==> src/rtl/frame_fifo_pkg.sv <==
// Shared types and sizing helpers for the frame FIFO: entry layout, depth and level width.
package frame_fifo_pkg;

  localparam int unsigned DEF_DATA_W = 8;
  localparam int unsigned DEF_ADDR_W = 4;

  typedef struct packed {
    logic                  eod;
    logic [DEF_DATA_W-1:0] data;
  } entry_t;

  function automatic int unsigned fifoDepth(input int unsigned addrW);
    return 32'd1 << addrW;
  endfunction

  // One extra bit so a completely full FIFO is representable.
  function automatic int unsigned levelWidth(input int unsigned addrW);
    return addrW + 1;
  endfunction

endpackage

==> src/rtl/frame_fifo_ram.sv <==
// Simple dual-port storage: synchronous write, asynchronous read; swappable for a RAM primitive.
module frame_fifo_ram #(
  parameter int unsigned WIDTH  = 9,
  parameter int unsigned ADDR_W = 4
) (
  input  logic              clk_i,
  input  logic              we_i,
  input  logic [ADDR_W-1:0] waddr_i,
  input  logic [WIDTH-1:0]  wdata_i,
  input  logic [ADDR_W-1:0] raddr_i,
  output logic [WIDTH-1:0]  rdata_o
);

  logic [WIDTH-1:0] mem_q [2**ADDR_W];

  always_ff @(posedge clk_i) begin
    if (we_i) begin
      mem_q[waddr_i] <= wdata_i;
    end
  end

  assign rdata_o = mem_q[raddr_i];

endmodule

==> src/rtl/frame_fifo_sync.sv <==
// Single-clock FWFT frame FIFO with EOD tagging, thresholds, frame count and error pulses.
// Define FRAME_FIFO_DROP_EN to hide partial frames behind a commit pointer and drop overflowing frames.
module frame_fifo_sync
  import frame_fifo_pkg::*;
#(
  parameter int unsigned DATA_W    = DEF_DATA_W,
  parameter int unsigned ADDR_W    = DEF_ADDR_W,
  parameter int unsigned AEMPTY_TH = 2,
  parameter int unsigned AFULL_TH  = 12
) (
  input  logic              CLK_IN,
  input  logic              RST_N,
  input  logic              wr_en,
  input  logic [DATA_W-1:0] wr_data,
  input  logic              wr_eod,
  input  logic              rd_en,
  output logic [DATA_W-1:0] rd_data,
  output logic              rd_eod,
  output logic              empty,
  output logic              aempty,
  output logic              full,
  output logic              afull,
  output logic [ADDR_W:0]   level,
  output logic [ADDR_W:0]   frame_cnt,
  output logic              overflow,
  output logic              underflow
`ifdef FRAME_FIFO_DROP_EN
  ,
  output logic              frame_drop
`endif
);

  localparam int unsigned   LW        = levelWidth(ADDR_W);
  localparam int unsigned   DEPTH     = fifoDepth(ADDR_W);
  localparam logic [LW-1:0] ONE       = LW'(1);
  localparam logic [LW-1:0] DEPTH_LV  = LW'(DEPTH);
  localparam logic [LW-1:0] AEMPTY_LV = LW'(AEMPTY_TH);
  localparam logic [LW-1:0] AFULL_LV  = LW'(AFULL_TH);

  // Same field order as entry_t, widened to this instance's DATA_W.
  typedef struct packed {
    logic              eod;
    logic [DATA_W-1:0] data;
  } slot_t;

  logic [LW-1:0] wrPtr_q, wrPtr_d;
  logic [LW-1:0] rdPtr_q, rdPtr_d;
  logic [LW-1:0] frameCnt_q, frameCnt_d;
  logic          overflow_q, overflow_d;
  logic          underflow_q, underflow_d;
  logic [LW-1:0] visPtr;
  logic [LW-1:0] visLevel;
  logic [LW-1:0] totalLevel;
  logic          rdAccept;
  logic          wrAccept;
  logic          wrReject;
  slot_t         wrSlot;
  slot_t         rdSlot;

`ifdef FRAME_FIFO_DROP_EN
  logic [LW-1:0] commitPtr_q, commitPtr_d;
  logic          dropping_q, dropping_d;
  logic          frameDrop_q, frameDrop_d;

  assign visPtr   = commitPtr_q;
  assign wrAccept = wr_en & ~dropping_q & (~full | rdAccept);
  assign wrReject = wr_en & ~dropping_q & full & ~rdAccept;
  assign frame_drop = frameDrop_q;
`else
  assign visPtr   = wrPtr_q;
  assign wrAccept = wr_en & (~full | rdAccept);
  assign wrReject = wr_en & ~wrAccept;
`endif

  // The reader sees visible entries; capacity is judged on everything written.
  assign visLevel   = visPtr - rdPtr_q;
  assign totalLevel = wrPtr_q - rdPtr_q;
  assign empty      = (visLevel == '0);
  assign aempty     = (visLevel <= AEMPTY_LV);
  assign full       = (totalLevel == DEPTH_LV);
  assign afull      = (totalLevel >= AFULL_LV);
  assign level      = visLevel;
  assign frame_cnt  = frameCnt_q;
  assign overflow   = overflow_q;
  assign underflow  = underflow_q;
  assign rdAccept   = rd_en & ~empty;

  assign wrSlot.eod  = wr_eod;
  assign wrSlot.data = wr_data;
  assign rd_data     = rdSlot.data;
  assign rd_eod      = rdSlot.eod;

  frame_fifo_ram #(
    .WIDTH  (DATA_W + 1),
    .ADDR_W (ADDR_W)
  ) u_ram (
    .clk_i   (CLK_IN),
    .we_i    (wrAccept),
    .waddr_i (wrPtr_q[ADDR_W-1:0]),
    .wdata_i (wrSlot),
    .raddr_i (rdPtr_q[ADDR_W-1:0]),
    .rdata_o (rdSlot)
  );

  always_comb begin
    wrPtr_d     = wrPtr_q;
    rdPtr_d     = rdPtr_q;
    frameCnt_d  = frameCnt_q;
    overflow_d  = wrReject;
    underflow_d = rd_en & empty;

    if (wrAccept) begin
      wrPtr_d = wrPtr_q + ONE;
    end
    if (rdAccept) begin
      rdPtr_d = rdPtr_q + ONE;
    end

    case ({wrAccept & wr_eod, rdAccept & rd_eod})
      2'b10:   frameCnt_d = frameCnt_q + ONE;
      2'b01:   frameCnt_d = frameCnt_q - ONE;
      default: frameCnt_d = frameCnt_q;
    endcase

`ifdef FRAME_FIFO_DROP_EN
    commitPtr_d = commitPtr_q;
    dropping_d  = dropping_q;
    frameDrop_d = 1'b0;

    if (wrAccept && wr_eod) begin
      commitPtr_d = wrPtr_q + ONE;
    end
    if (wr_en && dropping_q && wr_eod) begin
      dropping_d = 1'b0;
    end
    // A rejected word kills its frame: discard what was written and skip to the next EOD.
    if (wrReject) begin
      wrPtr_d     = commitPtr_q;
      frameDrop_d = 1'b1;
      dropping_d  = ~wr_eod;
    end
`endif
  end

  always_ff @(posedge CLK_IN or negedge RST_N) begin
    if (!RST_N) begin
      wrPtr_q     <= '0;
      rdPtr_q     <= '0;
      frameCnt_q  <= '0;
      overflow_q  <= 1'b0;
      underflow_q <= 1'b0;
`ifdef FRAME_FIFO_DROP_EN
      commitPtr_q <= '0;
      dropping_q  <= 1'b0;
      frameDrop_q <= 1'b0;
`endif
    end else begin
      wrPtr_q     <= wrPtr_d;
      rdPtr_q     <= rdPtr_d;
      frameCnt_q  <= frameCnt_d;
      overflow_q  <= overflow_d;
      underflow_q <= underflow_d;
`ifdef FRAME_FIFO_DROP_EN
      commitPtr_q <= commitPtr_d;
      dropping_q  <= dropping_d;
      frameDrop_q <= frameDrop_d;
`endif
    end
  end

endmodule

==> config.mk <==
export PLATFORM = sky130hd
export DESIGN_NAME = frame_fifo_sync
export DESIGN_NICKNAME = d
export VERILOG_FILES = /design/src/rtl/frame_fifo_pkg.sv /design/src/rtl/frame_fifo_ram.sv /design/src/rtl/frame_fifo_sync.sv
export SDC_FILE = /design/constraint.sdc
export NUM_CORES = 1
export LEC_CHECK = 0
export ABC_AREA = 1
export BUFFER_PORTS_ARGS = -buffer_cell sky130_fd_sc_hd__buf_2
export CELL_PAD_IN_SITES_DETAIL_PLACEMENT = 1
export CELL_PAD_IN_SITES_GLOBAL_PLACEMENT = 1
export CORE_AREA = 2 2 128 130
export DETAILED_ROUTE_END_ITERATION = 10
export DIE_AREA = 0 0 130 132
export PLACE_DENSITY = 0.84
export RECOVER_POWER = 50
export SETUP_SLACK_MARGIN = 0.3
export SYNTH_ARGS = -nofsm -noshare
export SYNTH_HDL_FRONTEND = slang
export SYNTH_HIERARCHICAL = 1
export SYNTH_SLANG_ARGS = --single-unit
==> constraint.sdc <==
create_clock -name CLK_IN -period 3.9 [get_ports CLK_IN]
set_input_delay 0.39 -clock CLK_IN [delete_from_list [all_inputs] [get_ports CLK_IN]]
set_output_delay 0.39 -clock CLK_IN [all_outputs]
set_load 0.1 [all_outputs]
==> key figures <==
Outcome
  • Outcome: completed

Floorplan
  • Chip width: between 100 and 150 um
  • Core ar.: 0.01571 sq mm
  • Die Footprint: 0.01716 sq mm
  • Initial Util: 47.71%
  • Vert. Die Dim: 132 um
  • # rows: 46
  • I/O pin cnt: 38

Layout
  • Antenna Cells: 0
  • Commonest non-fill, non-tap cell in the layout: nand2_1
  • Most frequent cells in the layout: nand2_1, edfxtp_1, inv_1, nand3_1, nor2_1
  • Fillers: 1820
  • Layout cells sized above 1: 9.729%
  • Area Growth Syn to Fin: 12.42%
  • Final non-filler cell area: 0.008427 sq mm
  • NumNets Final: 824

Worst setup path
  • RR Startpoint: visPtr[0]$_DFFE_PN0N_
  • Kind of critical path: register to register
  • CP startpoint kind: register
  • Crit-path max FO: 7
  • CP Data Arrival Time: ~3.7 ns
  • Setup crit end kind: register
  • Worst Path Required: 4.21 ns
  • Crit path launch: visPtr[0]$_DFFE_PN0N_

Clocking
  • CTS tree: done
  • H-tree depth: 4
  • CTS clk-pin slew, worst paths: 0.06 ns
  • Setup Buffers After CTS: 0
  • Clock Tree Buf Depth: 2
  • Root Driver: clkbuf_16
  • CTS buffer count: 17
  • CTS Sinks: 161
  • Worst-Skew Late Latency: about 0.43 ns

STA
  • Final number of max-transition violations: 0
  • Final Skew: approximately 0.0054 ns
  • Setup TNS: 0 ns
  • Final setup fails: 0
  • Fin crit period: 3.411 ns
  • Fin worst setup slack: 0.4891 ns
  • FMAX: 0.2932 GHz
  • Slew margin rel.: about 23%
  • Final period util: around 87%
  • Least-Margin Pin Slew: about 1.2 ns
  • RSZ-0062 raised after global routing: false
  • Final Hold Viols: 0

Global routing
  • Global-route wire length before repair: 31840 um
  • Largest net degree at the start of global routing: 78
  • Global Route Usage Sum: between 20% and 30%
  • Initial antenna violation count: 0
  • Number of global-route vias before repair: 5905
  • Global route total overflow: 0

Yosys
  • Synth top area share: about 58%
  • Post-Syn Area per Cell: about 10 sq um
  • #FFs+latches synth: 161
  • Register area share after synthesis: 63.36%
  • Synthesized Nets: 778
  • Leading area contributor after synthesis: edfxtp_1
  • Mapped cell area: 0.007496 sq mm
  • Synth top area cells: edfxtp_1, nand2_1, nand3_1
  • Synth cell types: 27
  • Yosys Warn Count: 6
  • Cells after Synth: roughly 750

Placed design
  • IO buf count: 37
  • Place WS: 0.4048 ns
  • Gpl congestion: 0.8281
  • Placed Area: 0.007870 sq mm
  • Detailed placement HPWL: 13250 um

Route
  • 1st-iter DRT viols: between 500 and 600
  • Total Wirelength: 20330 um
  • Drt wl/cell: 19.78 um
  • ANT nets after route: 0
  • Drt first pass iters: 5
  • Vias per Instance: 5.300
  • # DRC: 0
  • Vias: 5448

Hold path
  • Min-delay worst type: input pin to register
  • Hold_sp: wr_en

Job
  • Max-Cap Viols: 0
## metrics by stage
stage	std cells	utilization [%]	hold WS, ns
after detailed placement	995	50.09	0.3494
after global routing	1028	53.63	0.2790
after floorplan	753	-	0.09441
final	1028	53.63	0.2688
after CTS	1028	53.68	0.2612
after global placement	995	50.09	0.3293
## cell families after synthesis
logic type                 Yosys count  share of synthesized area (%)
AOI/OAI and AO/OA                    8                         0.6177
DFF                                161                          63.36
adders and majority gates           12                          2.203
buffers and inverters              164                          9.815
and+or+nand+nor                    398                          22.83
xor gates and xnor gates            10                          1.168
## metal layers
layer	wire (um)	global-route usage, %	vias up
met5	0	0	-
met4	434	10.87	0
met1	8393	31.13	2779
met2	10760	42.76	133
li1	-	-	2509
met3	745	4.302	27
## timing repair
action	CTS	global route
hold buffers	1	0
gates resized for setup	0	4
endpoints found under the setup margin	0	7
endpoints found under the hold margin	17	0
## synth_stat cells, drive strengths merged
library cell  count
a21oi             4
nor2             23
ha               10
nand3           129
edfxtp          144
buf              26
clkinv            1
nand3b            3
fa                2
dfrtp            17
o21ai             2
xnor2             3
xor2              7
o22a              1
inv             137
nand2           243
a211oi            1
## final cells by class
type / count / area, sq um / area share [%]
Sequential cell: 161 / 4751 / 56.38
Multi-Input combinational cell: 428 / 2033 / 24.13
Inverter: 138 / 528.0 / 6.266
Clock buffer: 20 / 436.7 / 5.182
Timing Repair Buffer: 53 / 290.3 / 3.445
Tap cell: 216 / 270.3 / 3.207
Clock inverter: 12 / 117.6 / 1.396
## flip-flops by register name (all words and copies together), names as in the netlist
name         flops
u_ram/mem_q    144
frame_cnt        5
rdPtr_q          5
visPtr           5
overflow         1
underflow        1
## path summary, 6_finish.rpt
path                                       endpoint  slack, ns  depth (start not counted)
max in group asynchronous    rdPtr_q[0]$_DFFE_PN0N_       2.57                          2
min reg2reg                frame_cnt[4]$_DFFE_PN0P_       0.53                          2
max                        frame_cnt[3]$_DFFE_PN0P_       0.49                         17
min in group asynchronous  frame_cnt[0]$_DFFE_PN0P_       0.65                          2
min                              overflow$_DFF_PN0_       0.27                          3
max reg2reg                frame_cnt[3]$_DFFE_PN0P_       0.49                         17
## worst max-delay path, stage by stage (launching register included)
cell,delay (ns)
dfrtp_1,0.45
inv_1,0.09
ha_1,0.22
fa_1,0.45
xor2_2,0.22
nand3_2,0.18
nor2_4,0.17
nand2_4,0.09
nand2_4,0.10
inv_2,0.07
nand2_1,0.07
ha_2,0.26
ha_1,0.25
nand2_1,0.06
inv_1,0.04
o21ai_0,0.26
a21oi_1,0.12
o22a_1,0.19
Power is left out: the tool's default activity adds up to more than one toggle a clock period on the data nets, which glitch-free logic cannot reach.
